### config.mk
export PLATFORM = sky130hd
export DESIGN_NAME = rvv_alu_seq
export DESIGN_NICKNAME = d
export VERILOG_FILES = /design/src/rtl/rvv_alu_seq.sv
export SDC_FILE = /design/constraint.sdc
export NUM_CORES = 1
export LEC_CHECK = 0
export CAP_MARGIN = 10
export CORE_MARGIN = 4
export CORE_UTILIZATION = 25
export CTS_CLUSTER_DIAMETER = 60
export DETAILED_ROUTE_END_ITERATION = 10
export MAX_ROUTING_LAYER = met4
export PLACE_DENSITY_LB_ADDON = 0.08
export SYNTH_ARGS = -nofsm -noshare
export SYNTH_HDL_FRONTEND = slang
export SYNTH_SLANG_ARGS = --single-unit
export TNS_END_PERCENT = 5
### constraint.sdc
create_clock -name clk -period 4 [get_ports clk]
set_input_delay 0.8 -clock clk [delete_from_list [all_inputs] [get_ports clk]]
set_output_delay 0.8 -clock clk [all_outputs]
set_load 0.1 [all_outputs]
### src/rtl/rvv_alu_seq.sv
// rtl/rvv_alu_seq.sv - element/beat sequencer for the lane-parallel vector ALU
//
// Takes one vector command through a start/busy handshake. It then steps
// byte_i (element group base) and in_reg_offset (sub-lane beat) so that every
// element 0..vl-1 is processed, one group of 2^nb_lanes elements at a time.
//
// Ports:
//   clk, reset          clock, synchronous active-high reset
//   start, *_in         command valid and fields; start is sampled only in IDLE
//   out_ready           downstream can accept the next element group
//   busy, done, err     handshake status; done and err are one-cycle pulses
//   run, wr_en          ALU enable and result-valid strobe (identical)
//   opcode, vsew, op_type, nb_lanes  latched command fields for the ALU
//   byte_i, in_reg_offset            current group base and sub-lane beat
//   lane_mask, last     per-lane element validity and final-beat flag
module rvv_alu_seq #(
  parameter int VLEN         = 128,
  parameter int LANE_WIDTH   = 3,
  parameter int MAX_NB_LANES = 2
) (
  input  logic       clk,
  input  logic       reset,
  input  logic       start,
  input  logic [5:0] opcode_in,
  input  logic [2:0] vsew_in,
  input  logic [2:0] op_type_in,
  input  logic [9:0] vl_in,
  input  logic [1:0] nb_lanes_in,
  input  logic       out_ready,
  output logic       busy,
  output logic       done,
  output logic       err,
  output logic       run,
  output logic [5:0] opcode,
  output logic [2:0] vsew,
  output logic [2:0] op_type,
  output logic [1:0] nb_lanes,
  output logic [9:0] byte_i,
  output logic [3:0] in_reg_offset,
  output logic [3:0] lane_mask,
  output logic       wr_en,
  output logic       last
);

  typedef enum logic [2:0] {S_IDLE, S_WAIT, S_BEAT, S_DONE, S_ERR} state_t;

  state_t      r_state;
  logic        r_busy, r_done, r_err, r_run;
  logic [5:0]  r_opcode;
  logic [2:0]  r_vsew, r_op_type;
  logic [1:0]  r_nb_lanes;
  logic [9:0]  r_vl, r_byte_i;
  logic [3:0]  r_offset;

  logic [31:0] w_vlmax_in;
  logic [9:0]  w_vl_clamped;
  logic        w_cmd_bad;
  logic [31:0] w_sew_bits;
  logic [3:0]  w_subs_m1;
  logic [10:0] w_lanes;
  logic [10:0] w_next_bi;
  logic        w_grp_end;
  logic        w_active;
  logic [3:0]  w_lane_mask;

  // Clamp the requested vl to VLMAX of the incoming SEW; a bad SEW goes to ERR,
  // so only the low two bits matter for the clamp.
  assign w_vlmax_in   = VLEN >> (32'(vsew_in[1:0]) + 32'd3);
  assign w_vl_clamped = ({22'd0, vl_in} > w_vlmax_in) ? w_vlmax_in[9:0] : vl_in;
  assign w_cmd_bad    = (vsew_in > 3'd3) || (32'(nb_lanes_in) > 32'(MAX_NB_LANES));

  // Beats per element: one if the element fits a lane, else 2^(sew_bits-lane_bits).
  assign w_sew_bits = 32'(r_vsew) + 32'd3;
  always_comb begin
    w_subs_m1 = 4'd0;
    if (w_sew_bits > 32'(LANE_WIDTH))
      w_subs_m1 = 4'((32'd1 << (w_sew_bits - 32'(LANE_WIDTH))) - 32'd1);
  end

  // 11-bit group arithmetic so byte_i + L never wraps near 1023.
  assign w_lanes   = 11'd1 << r_nb_lanes;
  assign w_next_bi = {1'b0, r_byte_i} + w_lanes;
  assign w_grp_end = (r_offset == w_subs_m1);
  assign w_active  = (r_state == S_WAIT) || (r_state == S_BEAT);

  always_comb begin
    w_lane_mask = 4'd0;
    for (int i = 0; i < 4; i++)
      w_lane_mask[i] = w_active && (11'(i) < w_lanes) &&
                       (({1'b0, r_byte_i} + 11'(i)) < {1'b0, r_vl});
  end

  always_ff @(posedge clk) begin
    if (reset) begin
      r_state    <= S_IDLE;
      r_busy     <= 1'b0;
      r_done     <= 1'b0;
      r_err      <= 1'b0;
      r_run      <= 1'b0;
      r_opcode   <= 6'd0;
      r_vsew     <= 3'd0;
      r_op_type  <= 3'd0;
      r_nb_lanes <= 2'd0;
      r_vl       <= 10'd0;
      r_byte_i   <= 10'd0;
      r_offset   <= 4'd0;
    end else begin
      r_done <= 1'b0;
      r_err  <= 1'b0;
      case (r_state)
        S_IDLE: begin
          r_busy <= 1'b0;
          r_run  <= 1'b0;
          if (start) begin
            r_opcode   <= opcode_in;
            r_vsew     <= vsew_in;
            r_op_type  <= op_type_in;
            r_nb_lanes <= nb_lanes_in;
            r_vl       <= w_vl_clamped;
            r_byte_i   <= 10'd0;
            r_offset   <= 4'd0;
            r_busy     <= 1'b1;
            if (w_cmd_bad) begin
              r_state <= S_ERR;
              r_err   <= 1'b1;
            end else if (w_vl_clamped == 10'd0) begin
              r_state <= S_DONE;
              r_done  <= 1'b1;
            end else begin
              r_state <= S_WAIT;
            end
          end
        end
        S_WAIT: begin
          if (out_ready) begin
            r_state <= S_BEAT;
            r_run   <= 1'b1;
          end
        end
        S_BEAT: begin
          // out_ready is not looked at here: a group's beats must stay contiguous.
          if (w_grp_end) begin
            r_offset <= 4'd0;
            r_byte_i <= w_next_bi[9:0];
            r_run    <= 1'b0;
            if (w_next_bi >= {1'b0, r_vl}) begin
              r_state <= S_DONE;
              r_done  <= 1'b1;
            end else begin
              r_state <= S_WAIT;
            end
          end else begin
            r_offset <= r_offset + 4'd1;
          end
        end
        S_DONE: begin
          r_state <= S_IDLE;
          r_busy  <= 1'b0;
        end
        S_ERR: begin
          r_state <= S_IDLE;
          r_busy  <= 1'b0;
        end
        default: begin
          r_state <= S_IDLE;
          r_busy  <= 1'b0;
          r_run   <= 1'b0;
        end
      endcase
    end
  end

  assign busy          = r_busy;
  assign done          = r_done;
  assign err           = r_err;
  assign run           = r_run;
  assign wr_en         = r_run;
  assign opcode        = r_opcode;
  assign vsew          = r_vsew;
  assign op_type       = r_op_type;
  assign nb_lanes      = r_nb_lanes;
  assign byte_i        = r_byte_i;
  assign in_reg_offset = r_offset;
  assign lane_mask     = w_lane_mask;
  assign last          = (r_state == S_BEAT) && w_grp_end && (w_next_bi >= {1'b0, r_vl});

endmodule

==> flow_summary.ini <==
[route]
drc = 0
via_per_inst = 4.80
vias = 3865
routed_wl_um = 12600
ant_nets = 0
wire_per_inst_um = 15.6
drt_iter0_drc = 194
firstDrtPassIters = 4

[logic_synthesis]
synthTopCellsByArea = dfxtp_1, ha_1, a21oi_1
syn_area_sq_um = 4020
synth.top_cell.area_share = 0.224
synthCells = 514
synth_seq_area_share = 0.224
yosysUniqueCellTypes = 55
synth_area_per_cell_sq_um = 7.81
ys_top_cells_by_count = ha_1, nand2_1, a21oi_1
synth_top_area_cell = dfxtp_1
synthArstFlopShare = 0
yosys.cell_count.top_type = ha_1
syn_nets = 605
synth_enable_flop_cells = 0
ys.flop_type = dfxtp_1
ys_warn_count = 0
ys_ff_latch = 45

[worst_setup_path]
cp-end-kind = output port
cp_cell_sequence = nand2b_4 -> inv_1 -> ha_1 -> a21o_1 -> a21oi_2 -> nor2b_1 -> o21ai_2 -> nor2_1 -> xor2_1 -> ha_1 -> and3_1 -> a221oi_2 -> o21ai_1 -> nor2b_4 -> buf_12
cp_max_fo = 6
cp.arrival_ps = 3160
crit_path_max_incr_delay_ps = 390
crit_top_cell = ha_1
critical_path.slowest_cell = dfxtp_4
worst-path-buf-inv = 2
start_kind = flip-flop
required_ps = 3200
path_class = reg -> out
path_delay_family = compound AO/OA/AOI/OAI gates

[placement]
gp_congestion = 0.847
dp_hpwl_um = 9700
dp.cells = 789
placed_area_sq_um = 5090
port_buffers = 65

[layout]
stdcell_count = 806
n_antenna_cell = 0
fin_nets = 680
area_growth_pct = 33.7
design_area_sq_um = 5370
drive_gt1_frac = 0.141

[die]
placementRows = 46
die_y_um = 135
ios = 66
dieWidth_um = 135
die-area_sq_um = 18200
start_util = 0.254
core-area_sq_um = 15800

[cts]
cts.sinks = 45
cts_buffers = 5
clock_tree.buffer_depth = 2
cts_htree_levels = 2
clk_pin_slew_ps = 60
clock_latency_ps = 290
cts_root_buf = clkbuf_16
cts_tree = built

[sta]
finalCriticalPeriod_ps = 3960
slew_violations = 0
maxSlewHeadroom = 0.314
fmax_ghz = 0.253
finalCritPeriodShare = 0.989
finalHoldViolations = 0
holdWs_ps = 455
fin_worst_skew_ps = 5.43
finalSetupViolCount = 0
rsz0062_at_grt = true
worst_pin_slew_ps = 1030

[power]
vdd_drop_max_mv = 0.226
finalPower_mw = 1.48
leakage_nw = 2.18
p_per_area_nw_per_um2 = 275

[grt]
track_usage = 0.146
grt_overflow = 0
grt_pass1_vias = 3991
grt_max_degree = 23
grt_pass1_wl_um = 20800
antenna_found_initial = 0

[run]
maxCapViolCount = 0

[status]
status = finished clean

[worst_hold_path]
min_path_type = reg -> reg
==> repair_timing <==
| action | 4_1_cts | 5_1_grt |
|---|---|---|
| pin swaps | 7 | 4 |
| setup endpoints to repair | 1 | 3 |
| buffers inserted | 8 | 1 |
| gates resized for setup | 16 | 7 |
| hold buffers | 0 | 0 |
==> routing by layer <==
metal  wire, um  global-route usage  part of all wire
met3        367              0.0190             0.029
met1       6080               0.187              0.48
met2       5860               0.243              0.47
met5          0                   -                 0
met4        269              0.0390             0.021
==> worst paths after layout <==
check                   start        end  slack [ps]  cells past startpoint
setup / recovery  nb_lanes[1]       last          40                     15
hold / removal      opcode[3]  opcode[3]         460                      2
setup reg to reg      vsew[0]  byte_i[8]         640                     12
hold reg to reg     opcode[3]  opcode[3]         460                      2
==> report_power, final <==
group	switching (mW)	leakage (nW)	internal (mW)
logic	0.363	1.74	0.220
registers	0.0210	0.372	0.469
clock network	0.174	0.0706	0.230
==> per-stage QoR <==
stage	setup WS, ps	setup TNS, ps	utilization
5_1_grt	-176	-176	0.339
3_5_place_dp	-69.1	-69.1	0.322
3_3_place_gp	53.4	0	0.322
6_report	42.2	0	0.339
2_1_floorplan	-161	-426	-
4_1_cts	6.54	0	0.337
==> kinds of logic after synthesis <==
| family | synth area share |
|---|---|
| AND/OR/NAND/NOR | 0.239 |
| AO/OA/AOI/OAI | 0.189 |
| adder cells (fa/ha/maj) | 0.198 |
| buffers and inverters | 0.0595 |
| flip-flops | 0.224 |
| XOR/XNOR | 0.0782 |
| multiplexers | 0.0109 |
==> registers in the layout, summed over array words and instances (netlist names), 2 cells and up <==
signal         count
byte_i            10
r_vl              10
opcode             6
in_reg_offset      4
op_type            3
r_state            3
vsew               3
nb_lanes           2
==> tightest hold or removal path, stage by stage (launching register included) <==
cell,delay (ps)
dfxtp_1,310
nand2_1,50
a21oi_1,50
==> placed cells by master, fill, tap and decap left out, drive strengths merged, types with 18 or more instances in the layout <==
cell           count
inv               27
nand3             18
a21oi             48
nor2              40
buf               38
dfxtp             45
o21ai             21
xnor2             19
clkdlybuf4s50     60
ha                62
nand2             52
nor3              18
==> final cells by class <==
cell class                      instances  area, sq um
Clock buffer                            6          129
Clock inverter                          2         10.0
Fill cell                            1676        10500
Inverter                               27          101
Multi-Input combinational cell        412         3000
Sequential cell                        45          925
Tap cell                              216          270
Timing Repair Buffer                   98          936
Power figures use the tool's default switching activity.
